**config.mk**
```make
export PLATFORM = sky130hd
export DESIGN_NAME = fetch_stage_flat
export DESIGN_NICKNAME = d
export VERILOG_FILES = /design/src/rtl/fetch_stage_if.sv /design/src/rtl/fetch_stage.sv /design/src/flat_wrapper.sv
export SDC_FILE = /design/constraint.sdc
export NUM_CORES = 1
export LEC_CHECK = 0
export CORE_MARGIN = 2
export CORE_UTILIZATION = 51
export DETAILED_ROUTE_END_ITERATION = 7
export GPL_TIMING_DRIVEN = 1
export PLACE_DENSITY = 0.83
export SETUP_SLACK_MARGIN = 0.4
export SYNTH_ARGS = -nofsm -noshare
export SYNTH_HDL_FRONTEND = slang
export SYNTH_SLANG_ARGS = --single-unit
```
**constraint.sdc**
```tcl
create_clock -name clk -period 2.6 [get_ports clk]
set_input_delay 0.39 -clock clk [delete_from_list [all_inputs] [get_ports clk]]
set_output_delay 0.39 -clock clk [all_outputs]
set_load 0.02 [all_outputs]
```
**src/rtl/fetch_stage_if.sv**
```systemverilog
// Instruction-memory request/response bus shared by the fetch stage (master)
// and the instruction memory or cache (slave).
interface fetch_stage_if;
    logic        imem_read;
    logic [31:0] imem_address;
    logic [31:0] imem_rdata;
    logic        imem_resp;

    modport master (
        output imem_read,
        output imem_address,
        input  imem_rdata,
        input  imem_resp
    );

    modport slave (
        input  imem_read,
        input  imem_address,
        output imem_rdata,
        output imem_resp
    );
endinterface

```
**src/rtl/fetch_stage.sv**
```systemverilog
// RV32I instruction fetch stage: PC, imem request control, one-entry skid
// buffer and the IF/ID register, with execute-stage redirect flushing.
module fetch_stage #(
    parameter logic [31:0] RESET_PC = 32'h0000_0060
) (
    input  logic          clk,
    input  logic          rst_n,
    fetch_stage_if.master imem,
    input  logic          i_stall,
    input  logic          i_redirect,
    input  logic [31:0]   i_redirect_pc,
    output logic          o_if_valid,
    output logic [31:0]   o_if_pc,
    output logic [31:0]   o_if_instr,
    output logic [31:0]   o_if_u_imm
);
    typedef enum logic [1:0] {
        S_FETCH,
        S_BUFFERED,
        S_DISCARD
    } state_t;

    state_t      r_state;
    state_t      w_state_next;
    logic [31:0] r_pc;
    logic [31:0] w_pc_next;
    logic [31:0] r_pend_pc;
    logic [31:0] w_pend_pc_next;
    logic [31:0] r_skid;
    logic [31:0] w_skid_next;
    logic        r_if_valid;
    logic        w_if_valid_next;
    logic [31:0] r_if_pc;
    logic [31:0] w_if_pc_next;
    logic [31:0] r_if_instr;
    logic [31:0] w_if_instr_next;
    logic        w_accept;
    logic        w_load;
    logic [31:0] w_load_pc;
    logic [31:0] w_load_instr;
    logic [31:0] w_redirect_pc;
    logic [31:0] w_pc_plus4;

    assign w_accept      = !r_if_valid || !i_stall;
    assign w_redirect_pc = {i_redirect_pc[31:2], 2'b00};
    assign w_pc_plus4    = r_pc + 32'd4;

    // The request is gated by rst_n so nothing is requested while reset is held.
    assign imem.imem_read    = rst_n && (r_state != S_BUFFERED);
    assign imem.imem_address = r_pc;

    assign o_if_valid = r_if_valid;
    assign o_if_pc    = r_if_pc;
    assign o_if_instr = r_if_instr;
    assign o_if_u_imm = {r_if_instr[31:12], 12'h000};

    always_ff @(posedge clk or negedge rst_n) begin
        if (!rst_n) begin
            r_state <= S_FETCH;
        end else begin
            r_state <= w_state_next;
        end
    end

    always_comb begin
        w_state_next    = r_state;
        w_pc_next       = r_pc;
        w_pend_pc_next  = r_pend_pc;
        w_skid_next     = r_skid;
        w_load          = 1'b0;
        w_load_pc       = r_pc;
        w_load_instr    = imem.imem_rdata;
        w_if_valid_next = r_if_valid;
        w_if_pc_next    = r_if_pc;
        w_if_instr_next = r_if_instr;

        unique case (r_state)
            S_FETCH: begin
                if (i_redirect && imem.imem_resp) begin
                    w_pc_next = w_redirect_pc;
                end else if (i_redirect) begin
                    // Keep the address stable until the outstanding response returns.
                    w_pend_pc_next = w_redirect_pc;
                    w_state_next   = S_DISCARD;
                end else if (imem.imem_resp && w_accept) begin
                    w_load    = 1'b1;
                    w_pc_next = w_pc_plus4;
                end else if (imem.imem_resp) begin
                    w_skid_next  = imem.imem_rdata;
                    w_pc_next    = w_pc_plus4;
                    w_state_next = S_BUFFERED;
                end
            end
            S_BUFFERED: begin
                if (i_redirect) begin
                    w_pc_next    = w_redirect_pc;
                    w_state_next = S_FETCH;
                end else if (w_accept) begin
                    w_load       = 1'b1;
                    w_load_pc    = r_pc - 32'd4;
                    w_load_instr = r_skid;
                    w_state_next = S_FETCH;
                end
            end
            S_DISCARD: begin
                if (i_redirect) begin
                    w_pend_pc_next = w_redirect_pc;
                end
                if (imem.imem_resp) begin
                    w_pc_next    = i_redirect ? w_redirect_pc : r_pend_pc;
                    w_state_next = S_FETCH;
                end
            end
            default: begin
                w_state_next = S_FETCH;
            end
        endcase

        if (i_redirect) begin
            w_if_valid_next = 1'b0;
        end else if (w_load) begin
            w_if_valid_next = 1'b1;
            w_if_pc_next    = w_load_pc;
            w_if_instr_next = w_load_instr;
        end else if (r_if_valid && !i_stall) begin
            w_if_valid_next = 1'b0;
        end
    end

    always_ff @(posedge clk or negedge rst_n) begin
        if (!rst_n) begin
            r_pc       <= RESET_PC;
            r_pend_pc  <= 32'h0;
            r_skid     <= 32'h0;
            r_if_valid <= 1'b0;
            r_if_pc    <= 32'h0;
            r_if_instr <= 32'h0;
        end else begin
            r_pc       <= w_pc_next;
            r_pend_pc  <= w_pend_pc_next;
            r_skid     <= w_skid_next;
            r_if_valid <= w_if_valid_next;
            r_if_pc    <= w_if_pc_next;
            r_if_instr <= w_if_instr_next;
        end
    end
endmodule

```
**src/flat_wrapper.sv**
```systemverilog
// flat-port wrapper written by rule: the top's interface ports become plain ports
module fetch_stage_flat 
#(
    parameter logic [31:0] RESET_PC = 32'h0000_0060
)
  (clk, rst_n, i_stall, i_redirect, i_redirect_pc, o_if_valid, o_if_pc, o_if_instr, o_if_u_imm, imem_imem_read, imem_imem_address, imem_imem_rdata, imem_imem_resp);
  fetch_stage_if imem_i ();
  input  logic clk;
  input  logic rst_n;
  input  logic i_stall;
  input  logic i_redirect;
  input  logic [31:0] i_redirect_pc;
  output logic o_if_valid;
  output logic [31:0] o_if_pc;
  output logic [31:0] o_if_instr;
  output logic [31:0] o_if_u_imm;
  output wire logic [$bits(imem_i.imem_read)-1:0] imem_imem_read;
  output wire logic [$bits(imem_i.imem_address)-1:0] imem_imem_address;
  input wire logic [$bits(imem_i.imem_rdata)-1:0] imem_imem_rdata;
  input wire logic [$bits(imem_i.imem_resp)-1:0] imem_imem_resp;
  assign imem_imem_read = imem_i.imem_read;
  assign imem_imem_address = imem_i.imem_address;
  assign imem_i.imem_rdata = imem_imem_rdata;
  assign imem_i.imem_resp = imem_imem_resp;
  fetch_stage #(.RESET_PC(RESET_PC)) u_core (.clk(clk), .rst_n(rst_n), .imem(imem_i), .i_stall(i_stall), .i_redirect(i_redirect), .i_redirect_pc(i_redirect_pc), .o_if_valid(o_if_valid), .o_if_pc(o_if_pc), .o_if_instr(o_if_instr), .o_if_u_imm(o_if_u_imm));
endmodule
```
==> results of run 1 <==
-- logic make-up after synthesis --
logic type	Yosys count	share of synthesized area [%]
adder cells (fa/ha/maj)	6	0.844
XOR/XNOR	29	2.85
buffers and inverters	127	7.03
flip-flops	163	45.9
multiplexers	85	10.7
AND/OR/NAND/NOR	321	16.6
AO/OA/AOI/OAI	218	16.1
other	1	0.0421
-- layout by cell type, fill, tap and decap left out, types with 6 or more instances in the layout --
master / count
nand2_1: 117
nor3_1: 19
xor2_1: 14
nand3_1: 18
clkbuf_16: 18
o211ai_1: 9
clkdlybuf4s50_1: 180
conb_1: 12
mux2_2: 80
xnor2_1: 15
o21ai_0: 28
a221oi_1: 15
inv_1: 8
a21oi_1: 57
o31ai_1: 8
buf_6: 6
and3_1: 6
dfrtp_2: 10
a22oi_1: 10
dfrtp_1: 151
nand4_1: 15
a31oi_1: 43
nor4_1: 6
nor2_1: 90
or3_1: 6
buf_4: 67
-- stage by stage --
step	util, %	power, uW	setup TNS (ps)	instances	area [um2]
detailed placement	63.6	12700	-112	1300	10900
floorplan	-	9740	0	961	8960
global placement	63.6	12500	-70.1	1300	10900
global route	69.2	16700	0	1362	11900
CTS	67.4	15300	0	1337	11600
finish	69.2	15800	0	1362	11900
-- path summary, 6_finish.rpt --
check	end	slack, ps	cells after the start
max in group asynchronous	u_core.o_if_pc[1]$_DFFE_PN0P_	1430	3
worst max register to register	u_core.imem.imem_address[28]$_DFFE_PN0P_	440	7
min in group clk	u_core.r_pend_pc[0]$_DFFE_PN0P_	490	1
worst max-delay path	u_core.imem.imem_address[28]$_DFFE_PN0P_	440	7
worst min register to register	u_core.r_pend_pc[0]$_DFFE_PN0P_	490	1
worst min-delay path	u_core.o_if_instr[10]$_DFFE_PN0P_	90	2
-- power groups by stage --
stage	combinational, uW	sequential [uW]	clock, uW
5_1_grt	9120	5010	2550
2_1_floorplan	4400	5340	0
3_5_place_dp	7870	4880	0
4_1_cts	8020	4830	2430
6_report	8490	4860	2420
3_3_place_gp	7690	4800	0
-- state kept, by name, indices dropped and copies added, names as in the netlist --
| signal | cells |
|---|---|
| u_core.imem.imem_address | 32 |
| u_core.o_if_instr | 32 |
| u_core.o_if_pc | 32 |
| u_core.o_if_valid | 1 |
| u_core.r_pend_pc | 32 |
| u_core.r_skid | 32 |
| u_core.r_state | 2 |
-- cell type report --
type                    count  area (um2)  area share (%)
flip-flops and latches    163        4090            34.4
well taps                 225         282            2.37
inverters                   9        33.8           0.284
repair buffers            262        2530            21.3
clock inverters            15         140            1.18
clock buffers              17         425            3.58
multi-input cells         671        4380            36.9
-- timing repair --
action / CTS / global route
pin swaps: 0 / 6
cloned: 0 / 2
setup endpoints to repair: 21 / 45
buffers inserted: 5 / 23
gates resized for setup: 15 / 35
-- layer usage --
layer / GRT usage, % / vias up / share of wire (%)
li1: - / 3713 / -
met1: 35.7 / 3959 / 41
met2: 42.3 / 464 / 46
met3: 5.33 / 96 / 9.2
met4: 11.2 / 0 / 3.5
met5: 0 / - / 0
-- Yosys cell counts, types with 3 or more instances --
| library cell | count |
|---|---|
| clkbuf_1 | 58 |
| a2bb2oi_1 | 3 |
| a22o_1 | 5 |
| or4_1 | 6 |
| dfrtp_1 | 161 |
| nand2_1 | 118 |
| xnor2_1 | 15 |
| a211oi_1 | 6 |
| a21oi_1 | 57 |
| ha_1 | 6 |
| nor2b_1 | 5 |
| and4_1 | 3 |
| xor2_1 | 14 |
| buf_4 | 34 |
| a31oi_1 | 44 |
| or3_1 | 7 |
| buf_2 | 11 |
| nor2_1 | 91 |
| nand4_1 | 15 |
| and3_1 | 6 |
| o31ai_1 | 9 |
| nor4_1 | 11 |
| buf_1 | 14 |
| mux2i_1 | 5 |
| o211ai_1 | 9 |
| a221oi_1 | 15 |
| mux2_2 | 80 |
| o21ai_0 | 28 |
| a211o_1 | 3 |
| inv_1 | 9 |
| nand2b_1 | 3 |
| o22ai_1 | 5 |
| nand3b_1 | 3 |
| nor3_1 | 22 |
| and2_1 | 4 |
| nand3_1 | 19 |
| a22oi_1 | 10 |
==> flow_summary.toml, run 1 <==
[run_status]
status = "finished clean"

[global_route]
grt_usage_pct = 26.6
overflow = 0
antenna_found_initial = 0
grt_pass1_vias = 7677
grt_max_degree = 69
grt_first_pass_wirelength_um = 38800

[pwr]
intPower_uw = 9000
power.share.clock_pct = 15.3
p_seq_share_pct = 30.8
swShare_pct = 42.9
p_comb_share_pct = 53.9
p_per_area_mw_per_mm2 = 1330
irDropWorstVdd_v = 0.000856
p_leak_uw = 0.00483
p_sw_uw = 6770

[detailed_routing]
ant_nets = 0
dr.pass1.iters = 5
wirelength_um = 25700
wire_per_inst_um = 18.9
drc = 0
via_count = 8232
vias_per_cell = 6.04
initialDrtViolationCount = 984

[logic_synthesis]
async_flop_share_pct = 100
synth.cell_area_mm2 = 0.00890
synth_area_leaders = "dfrtp_1 (45%), mux2_2 (10%), nand2_1 (5.0%)"
yosysUniqueCellTypes = 64
yosys_warnings = 0
yosys.area.top_type = "dfrtp_1"
ys_seq_area_share_pct = 45.9
synth-edff-count = 0
synth_seq_cells = 163
synth_top_area_share_pct = 45.3
netlist_instances = 950
synth_flop_cell = "dfrtp_1"
syn_avg_cell_area_um2 = 9.37

[critical_path]
crit_start = "u_core.r_state[0]$_DFFE_PN0P_"
critPathLaunchType = "register"
path_max_fanout = 5
cp_slowest_cell = "or4b_1"
path_buf_inv = 1
timing.rr.start = "u_core.r_state[0]$_DFFE_PN0P_"
endpoint_kind = "register"
critPathArrivalTime_ps = 2520
required_ps = 2970
slowest_delay_ps = 550
path_class = "register to register"
cp_cell_sequence = "inv_1 -> ha_1 -> o21ba_2 -> nor3_2 -> nand4_1 -> or4b_1 -> nand3_1"
critPathTopFamily = "simple AND/OR/NAND/NOR gates"

[placement]
hpwl_um = 17000
dp_slack_ps = -93.0
portBuffers = 184
place_congestion = 0.892

[timing]
setup_slack_ps = 442
clock-skew-final_ps = 10.1
timing.slew.headroom_pct = 41.7
setup_violations = 0
min_period_ps = 2160
rsz0062_at_grt = "yes"
hold_viol_final = 0
fin_crit_sh_pct = 83.0
worst_pin_slew_ps = 874
holdWs_ps = 89.1
drv_slew = 0
fmax_mhz = 463

[floorplanning]
dieArea_mm2 = 0.0185
rows = 48
io-pin-count = 199
core_mm2 = 0.0172
die_w_um = 136
start_util_pct = 51.8
die_h_um = 136

[clock_tree]
clk_latency_ps = 440
cts_made_buffers = 17
clk_pin_slew_ps = 70
cts_max_path_buffers = 2
ctsHtreeMaxLevel = 4
clkSinkCount = 163
cts_tree = "done"
cts_root_buffer = "clkbuf_16"
cts_hold_buf = 0

[run]
max-cap-violations = 0

[finish]
antennaDiodeCount = 0
final_net_count = 1199
drive_gt1_share_pct = 20.8
fillers = 1277
syn_to_final_growth_pct = 33.6

[hold_path]
hold_path_class = "input pin to async pin"
(Power assumes the default switching activity.)
==> run 2, diff against run 1 <==
==> constraint.sdc (replaced) <==
create_clock -name clk -period 2.1 [get_ports clk]
set_input_delay 0.315 -clock clk [delete_from_list [all_inputs] [get_ports clk]]
set_output_delay 0.315 -clock clk [all_outputs]
set_load 0.02 [all_outputs]
==> flow_summary.toml, run 2 (synthesized netlist as in run 1, its figures left out) <==
[detailed_routing]
vias_per_cell = 6.95
drc = 0
wirelength_um = 42100
initialDrtViolationCount = 1260
wire_per_inst_um = 28.4
ant_nets = 0
via_count = 10300
dr.pass1.iters = 8

[clock_tree]
clk_latency_ps = 450
ctsHtreeMaxLevel = 4
clkSinkCount = 163
cts_tree = "done"
cts_root_buffer = "clkbuf_16"
clk_pin_slew_ps = 80
cts_made_buffers = 17
cts_max_path_buffers = 2

[global_route]
overflow = 0
antenna_found_initial = 3
grt_pass1_vias = 8881
grt_first_pass_wirelength_um = 48500
grt_usage_pct = 33.8
grt_max_degree = 87

[critical_path]
required_ps = 2460
critPathArrivalTime_ps = 2550
endpoint_kind = "register"
cp_cell_sequence = "inv_4 -> ha_4 -> buf_6 -> buf_8 -> a21oi_4 -> nor3b_4 -> buf_12 -> clkbuf_16 -> clkbuf_16 -> nor2_4 -> a31oi_1"
cp_slowest_cell = "dfrtp_2"
path_buf_inv = 6
cpMostUsedCell = "clkbuf_16"
path_class = "register to register"
critPathTopFamily = "buffers and inverters"
path_max_fanout = 8
critPathLaunchType = "register"
path_depth = 11
slowest_delay_ps = 460
worst_r2r_path_depth = 11

[timing]
timing.slew.headroom_pct = 58.1
worst_pin_slew_ps = 623
tns_ps = -1350
setup_slack_ps = -93.2
min_period_ps = 2190
rsz0062_at_grt = "yes"
drv_slew = 0
clock-skew-final_ps = 16.7
fin_crit_sh_pct = 104
setup_violations = 52
hold_viol_final = 0
fmax_mhz = 456

[run]
max-cap-violations = 0

[pwr]
swShare_pct = 46.0
p_per_area_mw_per_mm2 = 1720
p_leak_uw = 0.00690
p_seq_share_pct = 24.5
irDropWorstVdd_v = 0.000985
power.share.clock_pct = 12.7
p_comb_share_pct = 62.8
intPower_uw = 14000
p_sw_uw = 11900

[placement]
placed_cell_area_mm2 = 0.0119
place_congestion = 0.932
dp_slack_ps = -187
hpwl_um = 18700
portBuffers = 184

[run_status]
status = "finished with violations"
violations = "setup timing"

[finish]
regArea_mm2 = 0.00410
final_net_count = 1315
multi_input_area_mm2 = 0.00566
stdcell_area_mm2 = 0.0150
fillers = 663
layout_commonest_cell = "dfrtp_1"
mostFrequentLayoutCells = "dfrtp_1 (145), buf_4 (120), nand2_1 (109), dlymetal6s2s_1 (93)"
drive_gt1_share_pct = 39.8
syn_to_final_growth_pct = 68.8

[floorplanning]
start_util_pct = 51.8
die_w_um = 136
dieArea_mm2 = 0.0185
core_mm2 = 0.0172
io-pin-count = 199
die_h_um = 136
rows = 48

[hold_path]
hold_path_class = "input pin to register"
hold_path_depth = 3
## run 2: per-stage QoR
step / hold WS, ps / utilization, % / instances / power (uW)
after floorplan: 19.4 / - / 961 / 13100
after global placement: 326 / 69.1 / 1369 / 17000
after detailed placement: 323 / 69.1 / 1369 / 17300
after CTS: 446 / 77.0 / 1440 / 21700
after global routing: 468 / 87.4 / 1478 / 26600
final: 449 / 87.4 / 1479 / 25900
## run 2: per-layer routing
metal	part of all wire, %	GRT usage [%]	vias to the layer above
li1	-	-	3965
met1	33	41.6	4898
met2	46	55.9	1023
met3	12	7.38	391
met4	8.9	17.7	4
met5	0.052	0	-
## run 2: what timing repair did
action | CTS | global route
hold endpoints to repair | 5 | 0
pin swaps | 29 | 33
setup buffers | 30 | 27
cloned | 8 | 11
setup endpoints to repair | 278 | 270
hold buffers | 1 | 0
resized for setup | 127 | 346
## run 2: worst register-to-register path, cell delays in order, from the launching register on
cell	delay (ps)
dfrtp_2	460
inv_4	110
ha_4	150
buf_6	90
buf_8	130
a21oi_4	80
nor3b_4	270
buf_12	180
clkbuf_16	180
clkbuf_16	200
nor2_4	50
a31oi_1	190
## run 2: layout make-up
class,count,share of cell area (%)
Clock inverter,15,1.22
Clock buffer,17,2.83
Tap cell,225,1.87
Inverter,9,0.275
Sequential cell,163,27.3
Timing Repair Buffer,378,28.8
Antenna cell,1,0.0167
Multi-Input combinational cell,671,37.7
## run 2: power by group through the flow
stage | sequential, uW | combinational [uW] | clock [uW]
floorplan | 6660 | 6450 | 0
global placement | 5810 | 11100 | 0
detailed placement | 5930 | 11400 | 0
CTS | 5860 | 12600 | 3180
global route | 6420 | 16800 | 3360
finish | 6350 | 16200 | 3280
## run 2: path summary, 6_finish.rpt
path / start / end / slack [ps]
max reg2reg: u_core.r_state[0]$_DFFE_PN0P_ / u_core.o_if_instr[29]$_DFFE_PN0P_ / -90
min in group asynchronous: rst_n / u_core.o_if_pc[5]$_DFFE_PN0P_ / 470
min: i_redirect / u_core.o_if_valid$_DFFE_PN0P_ / 450
min reg2reg: u_core.r_pend_pc[13]$_DFFE_PN0P_ / u_core.r_pend_pc[13]$_DFFE_PN0P_ / 510
max in group asynchronous: rst_n / u_core.r_pend_pc[2]$_DFFE_PN0P_ / 810
max: u_core.r_state[0]$_DFFE_PN0P_ / u_core.o_if_instr[29]$_DFFE_PN0P_ / -90
